`config.mk`:
```
export PLATFORM = sky130hd
export DESIGN_NAME = writeback_queue
export DESIGN_NICKNAME = d
export VERILOG_FILES = /design/src/rtl/writeback_queue_pkg.sv /design/src/rtl/wb_hazard_cmp.sv /design/src/rtl/writeback_queue.sv
export SDC_FILE = /design/constraint.sdc
export NUM_CORES = 1
export LEC_CHECK = 0
export CORE_UTILIZATION = 55
export CTS_CLUSTER_DIAMETER = 40
export DETAILED_ROUTE_END_ITERATION = 7
export GPL_ROUTABILITY_DRIVEN = 0
export MAX_ROUTING_LAYER = met4
export PLACE_DENSITY = 0.77
export SLEW_MARGIN = 20
export SYNTH_ARGS = -nofsm -noshare
export SYNTH_HDL_FRONTEND = slang
export SYNTH_SLANG_ARGS = --single-unit
```
`constraint.sdc`:
```
create_clock -name clk -period 13.3 [get_ports clk]
set_input_delay 2.66 -clock clk [delete_from_list [all_inputs] [get_ports clk]]
set_output_delay 2.66 -clock clk [all_outputs]
set_load 0.03 [all_outputs]
```
`src/rtl/writeback_queue_pkg.sv`:
```
// Shared definitions for the write-back queue: write-class encodings, the
// queue entry layout and small decode helpers used by the queue and its
// hazard comparators.
package writeback_queue_pkg;

  // Write class presented on the decode write port.
  localparam logic [1:0] RW_NONE = 2'b00;
  localparam logic [1:0] RW_GPR  = 2'b01;
  localparam logic [1:0] RW_FPR  = 2'b10;

  // One in-flight register write.
  typedef struct packed {
    logic        valid;  // slot holds an in-flight instruction
    logic        done;   // result has been captured
    logic [1:0]  rw;     // write class (RW_GPR or RW_FPR once allocated)
    logic [5:0]  rd;     // destination register index
    logic [4:0]  cnt;    // cycles left before the entry may retire
    logic [31:0] data;   // captured result
  } wb_entry_t;

  // Only gpr and fpr writes occupy a slot; 2'b11 behaves like RW_NONE.
  function automatic logic is_writer(input logic [1:0] rw);
    return (rw == RW_GPR) || (rw == RW_FPR);
  endfunction

  // True when an entry of class rw targets the register file selected by
  // the operand's fp bit.
  function automatic logic class_match(input logic [1:0] rw, input logic fp);
    return ((rw == RW_GPR) && !fp) || ((rw == RW_FPR) && fp);
  endfunction

endpackage

```
`src/rtl/wb_hazard_cmp.sv`:
```
// Compares one source operand against every queued entry and flags a
// read-after-write hazard when any valid entry writes the same register in
// the same register file.
//
// Ports:
//   ent_valid  in  DEPTH     per-entry valid bits
//   ent_rw     in  DEPTHx2   per-entry write class
//   ent_idx    in  DEPTHx5   per-entry destination index (low 5 bits)
//   src_fp     in  1         operand selects the fpr file
//   src_idx    in  5         operand register index
//   hit        out 1         operand collides with an in-flight write
module wb_hazard_cmp
  import writeback_queue_pkg::*;
#(
  parameter int DEPTH = 4
) (
  input  logic [DEPTH-1:0]      ent_valid,
  input  logic [DEPTH-1:0][1:0] ent_rw,
  input  logic [DEPTH-1:0][4:0] ent_idx,
  input  logic                  src_fp,
  input  logic [4:0]            src_idx,
  output logic                  hit
);

  always_comb begin
    hit = 1'b0;
    for (int i = 0; i < DEPTH; i++) begin
      if (ent_valid[i] && class_match(ent_rw[i], src_fp) && (ent_idx[i] == src_idx)) begin
        hit = 1'b1;
      end
    end
  end

endmodule

```
`src/rtl/writeback_queue.sv`:
```
// In-order write-back queue feeding decode's register-file write port.
// Writing instructions are allocated a tagged slot at issue, results are
// captured by tag, and entries retire in program order (one per cycle) once
// they hold their result and their minimum wait has elapsed. Source operands
// of the issuing instruction are checked against all in-flight entries.
//
// Ports:
//   clk          in  1      rising-edge clock
//   rst          in  1      asynchronous active-high reset
//   issue_valid  in  1      instruction issuing this cycle
//   issue_rw     in  2      write class (00 none, 01 gpr, 10 fpr, 11 none)
//   issue_rd     in  6      destination register index
//   issue_wait   in  5      minimum cycles before retire
//   issue_rs     in  7      source operand {fp, 1'bx, idx[4:0]}
//   issue_rt     in  7      source operand {fp, 1'bx, idx[4:0]}
//   issue_ready  out 1      a slot can be allocated this cycle
//   issue_tag    out TAG_W  tag given to the instruction allocated this cycle
//   hazard       out 1      issue_rs or issue_rt hits an in-flight write
//   res_valid    in  1      execution result present
//   res_tag      in  TAG_W  tag of the result
//   res_data     in  32     result value
//   rwin         out 2      write class to decode (00 when idle)
//   rdin         out 6      write index to decode
//   dtowrite     out 32     write data to decode
module writeback_queue
  import writeback_queue_pkg::*;
#(
  parameter int DEPTH = 4,
  parameter int TAG_W = 2
) (
  input  logic             clk,
  input  logic             rst,
  input  logic             issue_valid,
  input  logic [1:0]       issue_rw,
  input  logic [5:0]       issue_rd,
  input  logic [4:0]       issue_wait,
  input  logic [6:0]       issue_rs,
  input  logic [6:0]       issue_rt,
  output logic             issue_ready,
  output logic [TAG_W-1:0] issue_tag,
  output logic             hazard,
  input  logic             res_valid,
  input  logic [TAG_W-1:0] res_tag,
  input  logic [31:0]      res_data,
  output logic [1:0]       rwin,
  output logic [5:0]       rdin,
  output logic [31:0]      dtowrite
);

  localparam logic [TAG_W:0] FULL_CNT = (TAG_W + 1)'(DEPTH);

  wb_entry_t [DEPTH-1:0] entries_q, entries_d;
  logic [TAG_W-1:0]      head_q, head_d;
  logic [TAG_W-1:0]      tail_q, tail_d;
  logic [TAG_W:0]        count_q, count_d;
  logic [1:0]            rwin_q, rwin_d;
  logic [5:0]            rdin_q, rdin_d;
  logic [31:0]           dtowrite_q, dtowrite_d;

  wb_entry_t             head_ent;
  logic                  alloc;
  logic                  retire;

  logic [DEPTH-1:0]      ent_valid;
  logic [DEPTH-1:0][1:0] ent_rw;
  logic [DEPTH-1:0][4:0] ent_idx;
  logic                  hit_rs;
  logic                  hit_rt;

  // Operand bit 5 carries no register-file meaning.
  logic                  unused_src_bits;
  assign unused_src_bits = issue_rs[5] ^ issue_rt[5];

  // A full queue refuses allocation even when the head retires this cycle.
  assign issue_ready = (count_q < FULL_CNT);
  assign issue_tag   = tail_q;

  always_comb begin
    // NOTE: every signal written here gets a default first so no path leaves
    // it unassigned, which would otherwise infer a latch.
    entries_d  = entries_q;
    head_d     = head_q;
    tail_d     = tail_q;
    count_d    = count_q;
    rwin_d     = RW_NONE;
    rdin_d     = rdin_q;
    dtowrite_d = dtowrite_q;

    head_ent = entries_q[head_q];
    alloc    = issue_valid && is_writer(issue_rw) && issue_ready;
    retire   = head_ent.valid && head_ent.done && (head_ent.cnt == 5'd0);

    for (int i = 0; i < DEPTH; i++) begin
      if (entries_q[i].valid && (entries_q[i].cnt != 5'd0)) begin
        entries_d[i].cnt = entries_q[i].cnt - 5'd1;
      end
      // Results for empty or already-completed slots are dropped.
      if (res_valid && (res_tag == TAG_W'(i)) && entries_q[i].valid && !entries_q[i].done) begin
        entries_d[i].done = 1'b1;
        entries_d[i].data = res_data;
      end
      if (retire && (head_q == TAG_W'(i))) begin
        entries_d[i] = '0;
      end
      // Allocation only targets a free slot, so it never collides with the
      // retiring head or a captured result.
      if (alloc && (tail_q == TAG_W'(i))) begin
        entries_d[i] = '{valid: 1'b1, done: 1'b0, rw: issue_rw, rd: issue_rd,
                         cnt: issue_wait, data: 32'd0};
      end
    end

    if (retire) begin
      head_d     = head_q + TAG_W'(1);
      rwin_d     = head_ent.rw;
      rdin_d     = head_ent.rd;
      dtowrite_d = head_ent.data;
    end
    if (alloc) begin
      tail_d = tail_q + TAG_W'(1);
    end

    case ({alloc, retire})
      2'b10:   count_d = count_q + (TAG_W + 1)'(1);
      2'b01:   count_d = count_q - (TAG_W + 1)'(1);
      default: count_d = count_q;
    endcase
  end

  // NOTE: the entry array is small and its valid bits define queue
  // occupancy, so the whole array is reset rather than only the pointers.
  always_ff @(posedge clk or posedge rst) begin
    if (rst) begin
      entries_q  <= '0;
      head_q     <= '0;
      tail_q     <= '0;
      count_q    <= '0;
      rwin_q     <= RW_NONE;
      rdin_q     <= '0;
      dtowrite_q <= '0;
    end else begin
      // NOTE: state flops use non-blocking assignments so every flop samples
      // the pre-edge value of every other flop.
      entries_q  <= entries_d;
      head_q     <= head_d;
      tail_q     <= tail_d;
      count_q    <= count_d;
      rwin_q     <= rwin_d;
      rdin_q     <= rdin_d;
      dtowrite_q <= dtowrite_d;
    end
  end

  assign rwin     = rwin_q;
  assign rdin     = rdin_q;
  assign dtowrite = dtowrite_q;

  // Flattened views of the entries for the hazard comparators.
  always_comb begin
    for (int i = 0; i < DEPTH; i++) begin
      ent_valid[i] = entries_q[i].valid;
      ent_rw[i]    = entries_q[i].rw;
      ent_idx[i]   = entries_q[i].rd[4:0];
    end
  end

  wb_hazard_cmp #(.DEPTH(DEPTH)) u_hazard_rs (
    .ent_valid (ent_valid),
    .ent_rw    (ent_rw),
    .ent_idx   (ent_idx),
    .src_fp    (issue_rs[6]),
    .src_idx   (issue_rs[4:0]),
    .hit       (hit_rs)
  );

  wb_hazard_cmp #(.DEPTH(DEPTH)) u_hazard_rt (
    .ent_valid (ent_valid),
    .ent_rw    (ent_rw),
    .ent_idx   (ent_idx),
    .src_fp    (issue_rt[6]),
    .src_idx   (issue_rt[4:0]),
    .hit       (hit_rt)
  );

  assign hazard = hit_rs | hit_rt;

endmodule
```
==> flow_metrics.py <==
metrics = {
    "timing": {
        "setup_viol": 0,
        "fin_crit_sh": 0.571,
        "fin_skew_ns": 0.0300,
        "worst_slew_pin_slew_ns": 0.865,
        "period_minus_slack_ns": 7.60,
        "report.final.slew_viol_count": 0,
        "slew_headroom": 0.423,
        "hold_viol": 0,
        "rsz0062_at_grt": "no",
        "fmax_mhz": 132,
        "setup_tns_ns": 0,
        "hold_ws_ns": 0.473,
    },
    "logic_synthesis": {
        "postSynthCellCount": 1000,
        "yosysTopAreaCell": "dfrtp_1",
        "synth_top_cell_area_share": 0.510,
        "synthesis.area_um2": 11500,
        "ys_warn_count": 0,
        "synth_cell_types": 53,
        "ys_top_cells_by_area": "dfrtp_1, mux2i_1, mux4_2, nor2_1, mux2_2",
        "yosysSeqAreaShare": 0.510,
        "synth_seq_cells": 235,
        "ys_async_sr_fraction": 1.00,
        "avgSynthCellArea_um2": 11.5,
        "synth_ff_type": "dfrtp_1",
        "synth_nets": 1079,
        "synth_edf_count": 0,
    },
    "hold_path": {
        "hold_depth": 1,
        "hold_path_class": "reg -> reg",
        "min_from": "count_q[0]$_DFFE_PP0P_",
        "min_to": "count_q[0]$_DFFE_PP0P_",
    },
    "critical_path": {
        "crit_path_max_fanout": 4,
        "path_class": "in -> out",
        "r2r-start": "head_q[0]$_DFFE_PP0P_",
        "crit_chain": "clkdlybuf4s50_1 -> xor2_1 -> a2111o_1 -> nor4_1 -> a41oi_1 -> nand4_1 -> clkdlybuf4s50_1",
        "reg2reg_to": "entries_q[89]$_DFFE_PP0N_",
        "startpoint_type": "input pin",
        "cpMostUsedCell": "clkdlybuf4s50_1",
        "ff2ff_path_depth": 7,
        "slowest_delay_ns": 0.67,
        "slowest_stage": "clkdlybuf4s50_1",
        "r2r_setup_slack_ns": 9.32,
        "required_ns": 10.64,
        "cp.arrival_ns": 4.94,
        "end_kind": "primary output",
    },
    "power": {
        "clkPwrFrac": 0.265,
        "power.switching_mw": 1.29,
        "switching_share": 0.364,
        "p_int_mw": 2.25,
        "irDropWorstVdd_mv": 0.163,
        "total_leakage_power_nw": 6.04,
        "cellPowerDensity_nw_per_um2": 254,
        "p_comb_frac": 0.372,
        "seq_power_share": 0.363,
    },
    "placement": {
        "dp_hpwl_um": 16800,
        "dp.cells": 1321,
        "numPortBuffers": 106,
    },
    "floorplan": {
        "rows": 52,
        "ios": 109,
        "die_h_um": 147,
        "start_util": 0.566,
        "die_w_um": 147,
        "die_area_um2": 21500,
        "core_area_um2": 20400,
    },
    "clock_network": {
        "cts_hold_buf": 0,
        "cts_root_buffer": "clkbuf_16",
        "cts_buffers": 34,
        "insertion_delay_ns": 0.51,
        "clock_sinks": 235,
        "cts_tree": "done",
        "cts_buffer_depth": 3,
        "h-tree-depth": 2,
        "clk_pin_slew_ns": 0.05,
        "ctsResizeCount": 0,
        "cts_setup_buffers": 0,
    },
    "route": {
        "viasPerCell": 5.95,
        "drc": 0,
        "dr.pass1.iters": 5,
        "drt_iter0_drc": 540,
        "wl_per_cell_um": 20.4,
        "routed_wl_um": 28200,
        "vias": 8230,
        "ant_nets": 0,
    },
    "finish": {
        "final_core_util": 0.684,
        "nNetsFinal": 1167,
        "fin_cells": 1383,
        "num_antenna_cells": 0,
        "final_common_cell": "dfrtp_1",
        "syn_to_final_growth_pct": 20.7,
        "layout-drive-gt1-share": 0.131,
        "final_cell_mix": "dfrtp_1, nor2_1, mux2i_1",
        "fillers": 1482,
    },
    "grt": {
        "grt_antenna_before_repair": 0,
        "grt_overflow_total": 0,
        "grt_pass1_wl_um": 45400,
        "grt_pass1_vias": 8427,
        "grt_use_total": 0.279,
        "grt_max_degree": 87,
    },
    "job": {
        "maxCapViolations": 0,
    },
    "status": {
        "status": "complete, no violations",
    },
}
==> power by group through the flow <==
| stage | sequential (mW) | combinational, mW | clock, mW |
|---|---|---|---|
| after CTS | 1.28 | 1.33 | 0.942 |
| after global routing | 1.32 | 1.43 | 0.979 |
| final | 1.29 | 1.32 | 0.936 |
| after detailed placement | 1.29 | 1.31 | 0 |
| after global placement | 1.28 | 1.27 | 0 |
| after floorplan | 1.31 | 0.895 | 0 |
==> registers in the layout (all words and copies together) (netlist names) <==
| signal | cells |
|---|---|
| count_q | 3 |
| dtowrite | 32 |
| ent_idx | 20 |
| ent_rw | 8 |
| ent_valid | 4 |
| entries_q | 156 |
| head_q | 2 |
| issue_tag | 2 |
| rdin | 6 |
| rwin | 2 |
==> routing by layer <==
layer | share of wire | global-route usage | vias up
li1 | - | - | 3700
met1 | 0.43 | 0.372 | 4171
met2 | 0.49 | 0.443 | 299
met3 | 0.059 | 0.0410 | 60
met4 | 0.025 | 0.0891 | 0
met5 | 0 | - | -
==> worst max-delay path: cells and delay by family <==
kind,cells,cell delay (ns)
simple gates,2,0.41
xor+xnor,1,0.19
compound gates,2,0.46
buf+inv,2,1.21
==> synthesized netlist by cell type (3+ instances only) <==
cell / number
nor2b_1: 9
dfrtp_1: 235
ha_1: 13
nor3b_1: 8
nor4_1: 7
inv_1: 29
a41oi_1: 3
clkbuf_1: 36
a222oi_1: 3
and2_1: 3
mux2_1: 16
mux2_2: 23
nor3_1: 28
a21oi_1: 22
o311ai_0: 4
and3_1: 8
o21ai_0: 9
buf_1: 3
buf_2: 4
nand2b_1: 8
nand4_1: 4
buf_6: 5
mux2i_1: 129
xor2_1: 22
nand2_1: 41
o22ai_1: 5
mux4_2: 40
nor2_1: 201
xnor2_1: 13
buf_4: 16
a211oi_1: 24
a21o_4: 4
==> layout make-up <==
type	instances	area, um^2	share of cell area
flip-flops and latches	235	5880	0.423
multi-input cells	672	5240	0.376
repair buffers	116	1160	0.0831
clock buffers	42	942	0.0677
well taps	270	338	0.0243
clock inverters	19	248	0.0178
inverters	29	116	0.00836
==> logic make-up (layout without fill, tap and decap cells) <==
group | after synthesis | in the layout | share of synthesized area
buffers and inverters | 93 | 206 | 0.0392
multiplexers | 208 | 208 | 0.228
XOR/XNOR | 35 | 35 | 0.0266
AO/OA/AOI/OAI | 86 | 86 | 0.0546
AND/OR/NAND/NOR | 329 | 329 | 0.126
adder cells (fa/ha/maj) | 14 | 14 | 0.0158
flip-flops | 235 | 235 | 0.510
==> worst max-delay path by stage <==
| stage | cells past startpoint | slack [ns] | endpoint | start |
|---|---|---|---|---|
| after floorplan | 1 | 4.19 | count_q[0]$_DFFE_PP0P_ | rst |
| after CTS | 7 | 5.70 | hazard | issue_rs[4] |
| after global routing | 7 | 5.57 | hazard | issue_rs[4] |
| after detailed placement | 7 | 5.72 | hazard | issue_rs[4] |
| after global placement | 7 | 5.73 | hazard | issue_rs[4] |
| final | 7 | 5.70 | hazard | issue_rs[4] |
==> stage by stage <==
stage,power (mW),setup WS [ns],cell area (um^2)
after detailed placement,2.60,5.72,12700
after global routing,3.73,5.57,13900
final,3.54,5.70,13900
after floorplan,2.20,4.19,11500
after global placement,2.55,5.73,12700
after CTS,3.55,5.70,13900
(Power assumes the default switching activity.)
